**src/rtl/count_wrap_monitor.sv**
```systemverilog
// Watches an up/down counter's output and direction, counts wraps in each direction,
// flags illegal jumps and queues wrap/jump events in a small first-word-fall-through FIFO.
module count_wrap_monitor #(
  parameter int CNT_W      = 4,
  parameter int WRAP_W     = 8,
  parameter int FIFO_DEPTH = 4
) (
  input  logic              clk,
  input  logic              rst,
  input  logic              en,
  input  logic [CNT_W-1:0]  cnt,
  input  logic              sel,
  input  logic              clr,
  output logic              evt_valid,
  input  logic              evt_ready,
  output logic [1:0]        evt_code,
  output logic [CNT_W-1:0]  evt_cnt,
  output logic [WRAP_W-1:0] up_wraps,
  output logic [WRAP_W-1:0] dn_wraps,
  output logic              err,
  output logic              ovf
);

  typedef enum logic {IDLE, TRACK} state_t;

  localparam int AW = (FIFO_DEPTH > 1) ? $clog2(FIFO_DEPTH) : 1;
  localparam logic [1:0]        CODE_UP  = 2'b00;
  localparam logic [1:0]        CODE_DN  = 2'b01;
  localparam logic [1:0]        CODE_ERR = 2'b10;
  localparam logic [CNT_W-1:0]  CNT_ONE  = CNT_W'(1);
  localparam logic [CNT_W-1:0]  CNT_MAX  = '1;
  localparam logic [WRAP_W-1:0] WRAP_ONE = WRAP_W'(1);
  localparam logic [WRAP_W-1:0] WRAP_MAX = '1;
  localparam logic [AW:0]       FULL_CNT = (AW+1)'(FIFO_DEPTH);
  localparam logic [AW-1:0]     PTR_ONE  = AW'(1);

  state_t             state_q, state_d;
  logic [CNT_W-1:0]   prevCnt_q, prevCnt_d;
  logic               prevSel_q, prevSel_d;
  logic [WRAP_W-1:0]  upWraps_q, upWraps_d;
  logic [WRAP_W-1:0]  dnWraps_q, dnWraps_d;
  logic               err_q, err_d;
  logic               ovf_q, ovf_d;
  logic [AW-1:0]      wrPtr_q, wrPtr_d;
  logic [AW-1:0]      rdPtr_q, rdPtr_d;
  logic [AW:0]        count_q, count_d;
  logic [1:0]         codeMem_q [FIFO_DEPTH];
  logic [CNT_W-1:0]   cntMem_q  [FIFO_DEPTH];

  logic               push, pushOk, pop, full;
  logic [1:0]         pushCode;

  assign full      = (count_q == FULL_CNT);
  assign evt_valid = (count_q != '0);
  assign pop       = evt_valid && evt_ready;
  assign evt_code  = evt_valid ? codeMem_q[rdPtr_q] : 2'b00;
  assign evt_cnt   = evt_valid ? cntMem_q[rdPtr_q] : '0;
  assign up_wraps  = upWraps_q;
  assign dn_wraps  = dnWraps_q;
  assign err       = err_q;
  assign ovf       = ovf_q;

  // Step classification against the previous sample, plus FIFO bookkeeping
  always_comb begin
    state_d   = state_q;
    prevCnt_d = prevCnt_q;
    prevSel_d = prevSel_q;
    upWraps_d = upWraps_q;
    dnWraps_d = dnWraps_q;
    err_d     = err_q;
    ovf_d     = ovf_q;
    push      = 1'b0;
    pushCode  = CODE_UP;
    case (state_q)
      IDLE: begin
        if (en) begin
          state_d   = TRACK;
          prevCnt_d = cnt;
          prevSel_d = sel;
        end
      end
      TRACK: begin
        if (en) begin
          prevCnt_d = cnt;
          prevSel_d = sel;
          if (cnt != prevCnt_q) begin
            if (prevSel_q && (cnt == prevCnt_q + CNT_ONE)) begin
              if (prevCnt_q == CNT_MAX) begin
                push     = 1'b1;
                pushCode = CODE_UP;
                if (upWraps_q != WRAP_MAX) upWraps_d = upWraps_q + WRAP_ONE;
              end
            end else if (!prevSel_q && (cnt == prevCnt_q - CNT_ONE)) begin
              if (prevCnt_q == '0) begin
                push     = 1'b1;
                pushCode = CODE_DN;
                if (dnWraps_q != WRAP_MAX) dnWraps_d = dnWraps_q + WRAP_ONE;
              end
            end else begin
              push     = 1'b1;
              pushCode = CODE_ERR;
              err_d    = 1'b1;
            end
          end
        end
      end
    endcase

    // A full FIFO still accepts a push when the head leaves in the same cycle
    pushOk = push && (!full || pop);
    if (push && full && !pop) ovf_d = 1'b1;
    wrPtr_d = pushOk ? wrPtr_q + PTR_ONE : wrPtr_q;
    rdPtr_d = pop ? rdPtr_q + PTR_ONE : rdPtr_q;
    count_d = count_q;
    if (pushOk && !pop) count_d = count_q + 1'b1;
    else if (!pushOk && pop) count_d = count_q - 1'b1;
  end

  always_ff @(posedge clk) begin
    if (rst || clr) begin
      state_q   <= IDLE;
      prevCnt_q <= '0;
      prevSel_q <= 1'b0;
      upWraps_q <= '0;
      dnWraps_q <= '0;
      err_q     <= 1'b0;
      ovf_q     <= 1'b0;
      wrPtr_q   <= '0;
      rdPtr_q   <= '0;
      count_q   <= '0;
    end else begin
      state_q   <= state_d;
      prevCnt_q <= prevCnt_d;
      prevSel_q <= prevSel_d;
      upWraps_q <= upWraps_d;
      dnWraps_q <= dnWraps_d;
      err_q     <= err_d;
      ovf_q     <= ovf_d;
      wrPtr_q   <= wrPtr_d;
      rdPtr_q   <= rdPtr_d;
      count_q   <= count_d;
    end
  end

  // Storage needs no reset; the outputs are masked while the FIFO is empty
  always_ff @(posedge clk) begin
    if (pushOk) begin
      codeMem_q[wrPtr_q] <= pushCode;
      cntMem_q[wrPtr_q]  <= cnt;
    end
  end

endmodule
```
**config.mk**
```make
export PLATFORM = sky130hd
export DESIGN_NAME = count_wrap_monitor
export DESIGN_NICKNAME = d
export VERILOG_FILES = /design/src/rtl/count_wrap_monitor.sv
export SDC_FILE = /design/constraint.sdc
export NUM_CORES = 1
export LEC_CHECK = 0
export ABC_AREA = 1
export CELL_PAD_IN_SITES_DETAIL_PLACEMENT = 1
export CELL_PAD_IN_SITES_GLOBAL_PLACEMENT = 1
export CORE_MARGIN = 2
export CORE_UTILIZATION = 38
export CTS_BUF_LIST = sky130_fd_sc_hd__clkbuf_16
export DETAILED_ROUTE_END_ITERATION = 10
export HOLD_SLACK_MARGIN = 0.15
export PLACE_DENSITY = 0.82
export SLEW_MARGIN = 15
export SYNTH_ARGS = -nofsm -noshare
export SYNTH_HDL_FRONTEND = slang
export SYNTH_SLANG_ARGS = --single-unit
```
**constraint.sdc**
```tcl
create_clock -name clk -period 2.4 [get_ports clk]
set_input_delay 0.24 -clock clk [delete_from_list [all_inputs] [get_ports clk]]
set_output_delay 0.24 -clock clk [all_outputs]
set_load 0.01 [all_outputs]
```
==> results.md, run 1 <==
* Longest Clk Path Bufs at 2
* Max-cap viol count at 0
* Hold Path Class: in -> reg
* Final Max Slew Viols at 0
* Post-route design area at 3999 um2
* Syn avg cell area at 8.308 um2
* Worst path cell trace: inv_2 -> ha_4 -> inv_2 -> nand2_2 -> nand2_2 -> nand3b_1 -> nor2_4 -> nand3b_1 -> nand3_2 -> nor2_4 -> ha_4 -> inv_4 -> fa_2 -> a21oi_2 -> o21ai_2 -> o21ai_1 -> a21oi_1
* Clk_skew at 0.01031 ns
* GRT Util Overall at 20.39%
* Core footprint at 7607 um2
* Clock Pin Slew Worst Setup and Hold Paths at 0.05 ns
* Routed vias/inst at 4.944
* # fillers at 916
* IO Count at 35
* GP Congestion at 0.8093
* Initial antenna violation count at 0
* Peak supply drop at 0.3714 mV
* Area added between synthesis and finish at 36.35%
* FMAX at 0.4169 GHz
* Detailed Routing Iterations Pass 1 at 4
* DR WL/cell at 14.88 um
* Mapped Cells at 353
* Tcrit/Tclk final at 99.94%
* Number of H-tree levels at 3
* Worst Setup Start Kind: register
* Tmin final at 2.399 ns
* Slew @ Worst Pin at 0.5859 ns
* Die X at 91.85 um
* Post-DP HPWL at 5906 um
* CP arrival at 2.61 ns
* DRT Wirelength at 7962 um
* Die ar. at 8436 um2
* CTS Buf Count at 9
* Status: finished clean
* Lkg Pwr at 1.638 nW
* Die Y at 91.85 um
* Hold Buf Count CTS at 0
* Final setup viols at 0
* Synthesis warning total at 0
* Vias in the first global route at 2,937
* FP Rows at 32
* First-pass GRT wire length at 13,590 um
* Root buf cell: clkbuf_16
* Slew margin rel. at 60.89%
* Critical path type: reg -> reg
* PwrDens at 631.2 nW/um2
* Slowest CP cell: fa_2
* Non-Filler Instances at 535
* Cell area after synthesis at 2933 um2
* Worst stage delay on the critical path at 0.37 ns
* Antenna Cells at 0
* Gr ovfl total at 0
* Share of cells above drive strength 1 at 20.79%
* DRT iter0 DRCs at 58
* Largest net degree at the start of global routing at 17
* Final hold slack at 0.3734 ns
* Via count at 2,645
* Antenna-violating nets left at 0
* Placed Instance Area at 3649 um2
* Cell variety after synth at 29
* Post-placement cell count at 517
* CTS Sinks at 57
* Residual DRC at 0
* Part of the Yosys area used for sequential elements at 47.10%
* CTS tree: yes
* PortBufs at 34
* Crit-path max FO at 3
* NumNets Final at 448
* Starting Density at 38.55%
* Yosys reg bits at 57
* Net Count, Synth at 373
* WP data required at 2.61 ns
* Crit end category: register
* Skew-Pair Late Insertion Delay at 0.33 ns
* Endpoints failing hold at 0
* RSZ-0062 raised after global routing: true
==> per-stage QoR <==
step | utilization (%) | setup slack [ns] | power (mW) | setup TNS [ns]
finish | 52.57 | 0.001495 | 2.524 | 0
global route | 52.57 | -0.1603 | 2.614 | -0.1931
CTS | 51.91 | 0.008305 | 2.537 | 0
detailed placement | 47.96 | -0.3598 | 1.272 | -0.5750
global placement | 47.96 | -0.2385 | 1.259 | -0.3563
floorplan | - | 0.005357 | 1.165 | 0
==> where the power goes <==
group	total, mW	switching (mW)	internal [mW]
clock network	1.26	0.457	0.801
logic	0.237	0.134	0.102
registers	1.03	0.0104	1.02
==> worst paths after layout <==
path                            cells past startpoint              to         start  slack [ns]
worst max-delay path                               17      count_q[2]  prevCnt_q[0]       0.001
worst min-delay path                                2  cntMem_q[0][3]        cnt[3]        0.37
worst min register to register                      2             ovf           ovf        0.45
worst max register to register                     17      count_q[2]  prevCnt_q[0]       0.001
==> area by class of cell <==
cell class | instances | area, um2 | share of cell area [%]
clock inverters | 7 | 72.57 | 1.815
well taps | 102 | 127.6 | 3.191
repair buffers | 69 | 605.6 | 15.14
multi-input cells | 251 | 1430 | 35.76
flip-flops and latches | 57 | 1385 | 34.64
clock buffers | 9 | 225.2 | 5.632
inverters | 40 | 152.6 | 3.817
==> routing by layer <==
layer / up-vias / GRT usage, % / routed length, um
met5: - / 0 / 0
met4: 0 / 8.209 / 165
met3: 14 / 3.615 / 200
met2: 47 / 38.05 / 4219
met1: 1279 / 22.78 / 3377
li1: 1305 / - / -
==> cell usage in the layout (no fill, tap or decap), types with 8 or more instances in the layout <==
| cell type | count |
|---|---|
| inv_1 | 32 |
| dfxtp_1 | 30 |
| clkbuf_16 | 9 |
| clkdlybuf4s50_1 | 33 |
| buf_4 | 35 |
| nand2_1 | 63 |
| a21oi_1 | 33 |
| nor2_1 | 53 |
| edfxtp_1 | 24 |
| inv_2 | 8 |
| nand3_1 | 25 |
| o21ai_0 | 20 |
==> registers in the layout, indices dropped and copies added (netlist names), named ones only <==
register	cells
cntMem_q	16
codeMem_q	8
dn_wraps	8
up_wraps	8
prevCnt_q	4
count_q	3
rdPtr_q	2
wrPtr_q	2
err	1
ovf	1
prevSel_q	1
state_q	1
==> kinds of logic after synthesis <==
family                   Yosys count  share of synthesized area, %
AO/OA/AOI/OAI                     59                         10.24
XOR/XNOR                          12                         4.224
adder cells (fa/ha/maj)           10                         4.522
buffers and inverters             45                         5.802
flip-flops                        57                         47.10
AND/OR/NAND/NOR                  170                         28.11
==> what timing repair did <==
| action | 4_1_cts | 5_1_grt |
|---|---|---|
| endpoints found under the setup margin | 1 | 6 |
| endpoints found under the hold margin | 0 | 0 |
| setup buffers | 0 | 2 |
| gates resized for setup | 3 | 13 |
| pin swaps | 1 | 10 |
==> critical path: cells and delay by family (launching register included) <==
| family | cells | cell delay (ns) |
|---|---|---|
| flops | 1 | 0.33 |
| simple gates | 7 | 0.63 |
| buf+inv | 3 | 0.12 |
| fa+ha+maj | 3 | 0.79 |
| compound gates | 4 | 0.42 |
==> Yosys cell counts <==
library cell / count / area share [%]
ha_1: 9 / 3.8
xor2_4: 1 / 0.94
edfxtp_1: 24 / 25
nor2_8: 2 / 1.4
o21ai_0: 22 / 3.8
nor3_2: 1 / 0.34
xor2_1: 5 / 1.5
dfxtp_1: 33 / 23
nor2_1: 53 / 6.8
nand2_4: 4 / 1.5
nand2_1: 65 / 8.3
nand4_1: 4 / 0.85
nand4_4: 1 / 0.73
a21oi_1: 35 / 6.0
nand3_1: 25 / 4.3
buf_2: 1 / 0.17
o21a_1: 1 / 0.26
nand3_2: 3 / 1.0
inv_1: 35 / 4.5
xnor2_1: 6 / 1.8
inv_2: 5 / 0.64
nor3_1: 2 / 0.34
clkbuf_1: 4 / 0.51
o21bai_1: 1 / 0.26
nor2_4: 2 / 0.77
nand3b_1: 2 / 0.51
nand2_2: 5 / 1.1
fa_1: 1 / 0.68
nor2_2: 1 / 0.21
No activity file was read; power rests on OpenSTA's default activity.
==> run 2: changes to the inputs <==
--- a/config.mk
+++ b/config.mk
@@ -13,4 +13,5 @@
 export CTS_BUF_LIST = sky130_fd_sc_hd__clkbuf_16
 export DETAILED_ROUTE_END_ITERATION = 10
+export GPL_TIMING_DRIVEN = 0
 export HOLD_SLACK_MARGIN = 0.15
 export PLACE_DENSITY = 0.82
==> constraint.sdc (replaced) <==
create_clock -name clk -period 2.4 [get_ports clk]
set_input_delay 0.24 -clock clk [delete_from_list [all_inputs] [get_ports clk]]
set_output_delay 0.24 -clock clk [all_outputs]
set_load 0.02 [all_outputs]
==> run 2 against run 1 <==
Sequential share of layout area is 1.8 points higher. Largest cell class unchanged. Global-route usage is 1.6 points lower. Critical path type unchanged. Via count is 4.0% lower. Register-to-register slack worse by 0.03 ns. The run now ends with setup timing left. Largest power group unchanged. Sequential power hardly changed. Final area is 4.5% lower. Clock skew is 0.0031 ns lower. Cell count is 4.9% lower. First-iteration DRC count is 5.2% higher.
==> results.md, run 2 (same netlist as run 1, synthesis figures left out) <==
* Status: finished with violations
* Failing checks: setup timing
* CTS tree: yes
* CTS Sinks at 57 (unchanged)
* Longest Clk Path Bufs at 2 (unchanged)
* Critical path type: reg -> reg
* Most common cell after layout, fill and taps aside: nand2_1
* Peak supply drop at 0.3519 mV (-5.2%)
* FP Rows at 32 (unchanged)
* CP arrival at 2.64 ns (+0.03 ns)
* Worst Setup Start Kind: register
* Area added between synthesis and finish at 30.20%
* DRT Wirelength at 7367 um (-7.5%)
* First-pass GRT wire length at 12,350 um (-9.1%)
* Slew @ Worst Pin at 0.5680 ns (-0.01791 ns)
* Core footprint at 7607 um2 (unchanged)
* GP Congestion at 0.8107 (+0.17%)
* Via count at 2,538 (-4.0%)
* Starting Density at 38.55% (unchanged)
* Detailed Routing Iterations Pass 1 at 4 (unchanged)
* Gr ovfl total at 0 (unchanged)
* Lkg Pwr at 1.555 nW (-5.1%)
* CTS Buf Count at 9 (unchanged)
* Vias in the first global route at 2,599 (-12%)
* Die X at 91.85 um (unchanged)
* Biggest register: cntMem_q
* PwrDens at 650.0 nW/um2 (+3.0%)
* Antenna Cells at 0 (unchanged)
* IO Count at 35 (unchanged)
* Initial antenna violation count at 0 (unchanged)
* Antenna-violating nets left at 0 (unchanged)
* Post-DP HPWL at 5393 um (-8.7%)
* Residual DRC at 0 (unchanged)
* WP data required at 2.61 ns (about the same)
* PortBufs at 34 (unchanged)
* Die ar. at 8436 um2 (unchanged)
* GRT Util Overall at 18.76% (-1.6 points)
* Fin util at 50.20% (-2.4 points)
* Crit end category: register
* DRT iter0 DRCs at 61 (+5.2%)
* Max reg flops at 16 (unchanged)
* Non-Filler Instances at 509 (-4.9%)
* Reg2Reg Depth at 17 (unchanged)
* Hold Buf Count CTS at 0 (unchanged)
* Skew-Pair Late Insertion Delay at 0.33 ns (about the same)
* Worst Hold Depth at 1 (-1)
* Clk_skew at 0.007218 ns (-0.003095 ns)
* Die Y at 91.85 um (unchanged)
* Final Max Slew Viols at 0 (unchanged)
* Root buf cell: clkbuf_16
* NumNets Final at 422 (-5.8%)
* FMAX at 0.4118 GHz (-1.2%)
* RSZ-0062 raised after global routing: true
* Slew margin rel. at 62.13% (+1.2 points)
* Hold Path Class: in -> reg
* Final setup viols at 1 (+1)
* Max-cap viol count at 0 (unchanged)
* Clock Pin Slew Worst Setup and Hold Paths at 0.05 ns (about the same)
* Commonest non-fill, non-tap cells in the layout: nand2_1 (62), nor2_1 (48), a21oi_1 (33), inv_1 (32), dfxtp_1 (29)
* DR WL/cell at 14.47 um (-2.7%)
* Worst path cell trace: inv_4 -> ha_4 -> inv_2 -> nand2_2 -> nand2_2 -> nand3b_1 -> nor2_4 -> nand3b_1 -> nand3_2 -> nor2_4 -> ha_4 -> inv_4 -> fa_2 -> a21oi_2 -> o21ai_1 -> o21ai_1 -> a21oi_1
* Post-placement cell count at 489 (-5.4%)
* Largest net degree at the start of global routing at 12 (-5)
* Routed vias/inst at 4.986 (+0.86%)
* Slowest CP cell: dfxtp_4
* Number of H-tree levels at 3 (unchanged)
* Endpoints failing hold at 0 (unchanged)
* Worst stage delay on the critical path at 0.37 ns (about the same)
* Share of cells above drive strength 1 at 17.20% (-3.6 points)
* Final setup margin at -0.02842 ns (-0.02991 ns)
* Tcrit/Tclk final at 101.2% (+1.2 points)
* Crit-path max FO at 4 (+1)
* Tmin final at 2.428 ns (+0.02991 ns)
[run 2: changes by cell type in the layout (fill, tap and decap cells not counted), sizes merged]
cell | before | now
dlygate4sd2 | 0 | 4
dlymetal6s2s | 1 | 3
clkdlybuf4s50 | 33 | 27
buf | 35 | 7
clkbuf | 9 | 11
[run 2: power by group]
group | internal (mW) | leakage (nW) | total (mW) | switching [mW]
Clock | 0.801 | 0.146 | 1.25 | 0.449
Sequential | 1.02 | 0.502 | 1.03 | 0.0104
Combinational | 0.0738 | 0.908 | 0.203 | 0.130
[run 2: repair_timing]
action                     CTS  global route
pin swaps                    2             8
gates cloned                 0             0
resized for setup           12            23
setup endpoints to repair   32            31
setup buffers                2             3
[run 2: final cells by class]
class / instances / area (um2)
fillers: 931 / 3789
inverters: 40 / 157.7
flip-flops and latches: 57 / 1391
clock buffers: 9 / 225.2
plain buffers: 4 / 17.52
multi-input cells: 251 / 1449
well taps: 102 / 127.6
clock inverters: 7 / 70.07
repair buffers: 39 / 380.4
[run 2: final timing paths]
path | startpoint | to | slack [ns]
max reg2reg | prevCnt_q[0] | count_q[2] | -0.03
min | cnt[0] | cntMem_q[3][0] | 0.39
max | prevCnt_q[0] | count_q[2] | -0.03
min reg2reg | ovf | ovf | 0.46
[run 2: worst max-delay path: cells and delay by family (launching register included)]
family,cells,cell delay (ns)
flip-flops,1,0.37
buffers and inverters,3,0.11
adder cells (fa/ha/maj),3,0.78
AND/OR/NAND/NOR,7,0.65
AO/OA/AOI/OAI,4,0.41
[run 2: stage by stage]
stage                     total power, mW  instance area (um2)  hold WS (ns)  setup TNS [ns]  setup slack [ns]
after floorplan                     1.170                 2953        0.3389               0          0.005357
final                               2.482                 3819        0.3907        -0.02842          -0.02842
after CTS                           2.499                 3737        0.3998        -0.06852          -0.06852
after global routing                2.581                 3819        0.3920         -0.1638           -0.1419
after detailed placement            1.240                 3421        0.4552          -10.55           -0.6835
after global placement              1.231                 3421        0.4462          -6.771           -0.5548
[run 2: routing by layer]
layer	vias to the layer above	wire, um	GRT usage (%)
met5	-	0	0
met4	0	138	5.970
met3	12	195	4.848
met1	1226	3106	21.04
met2	38	3927	34.56
li1	1262	-	-
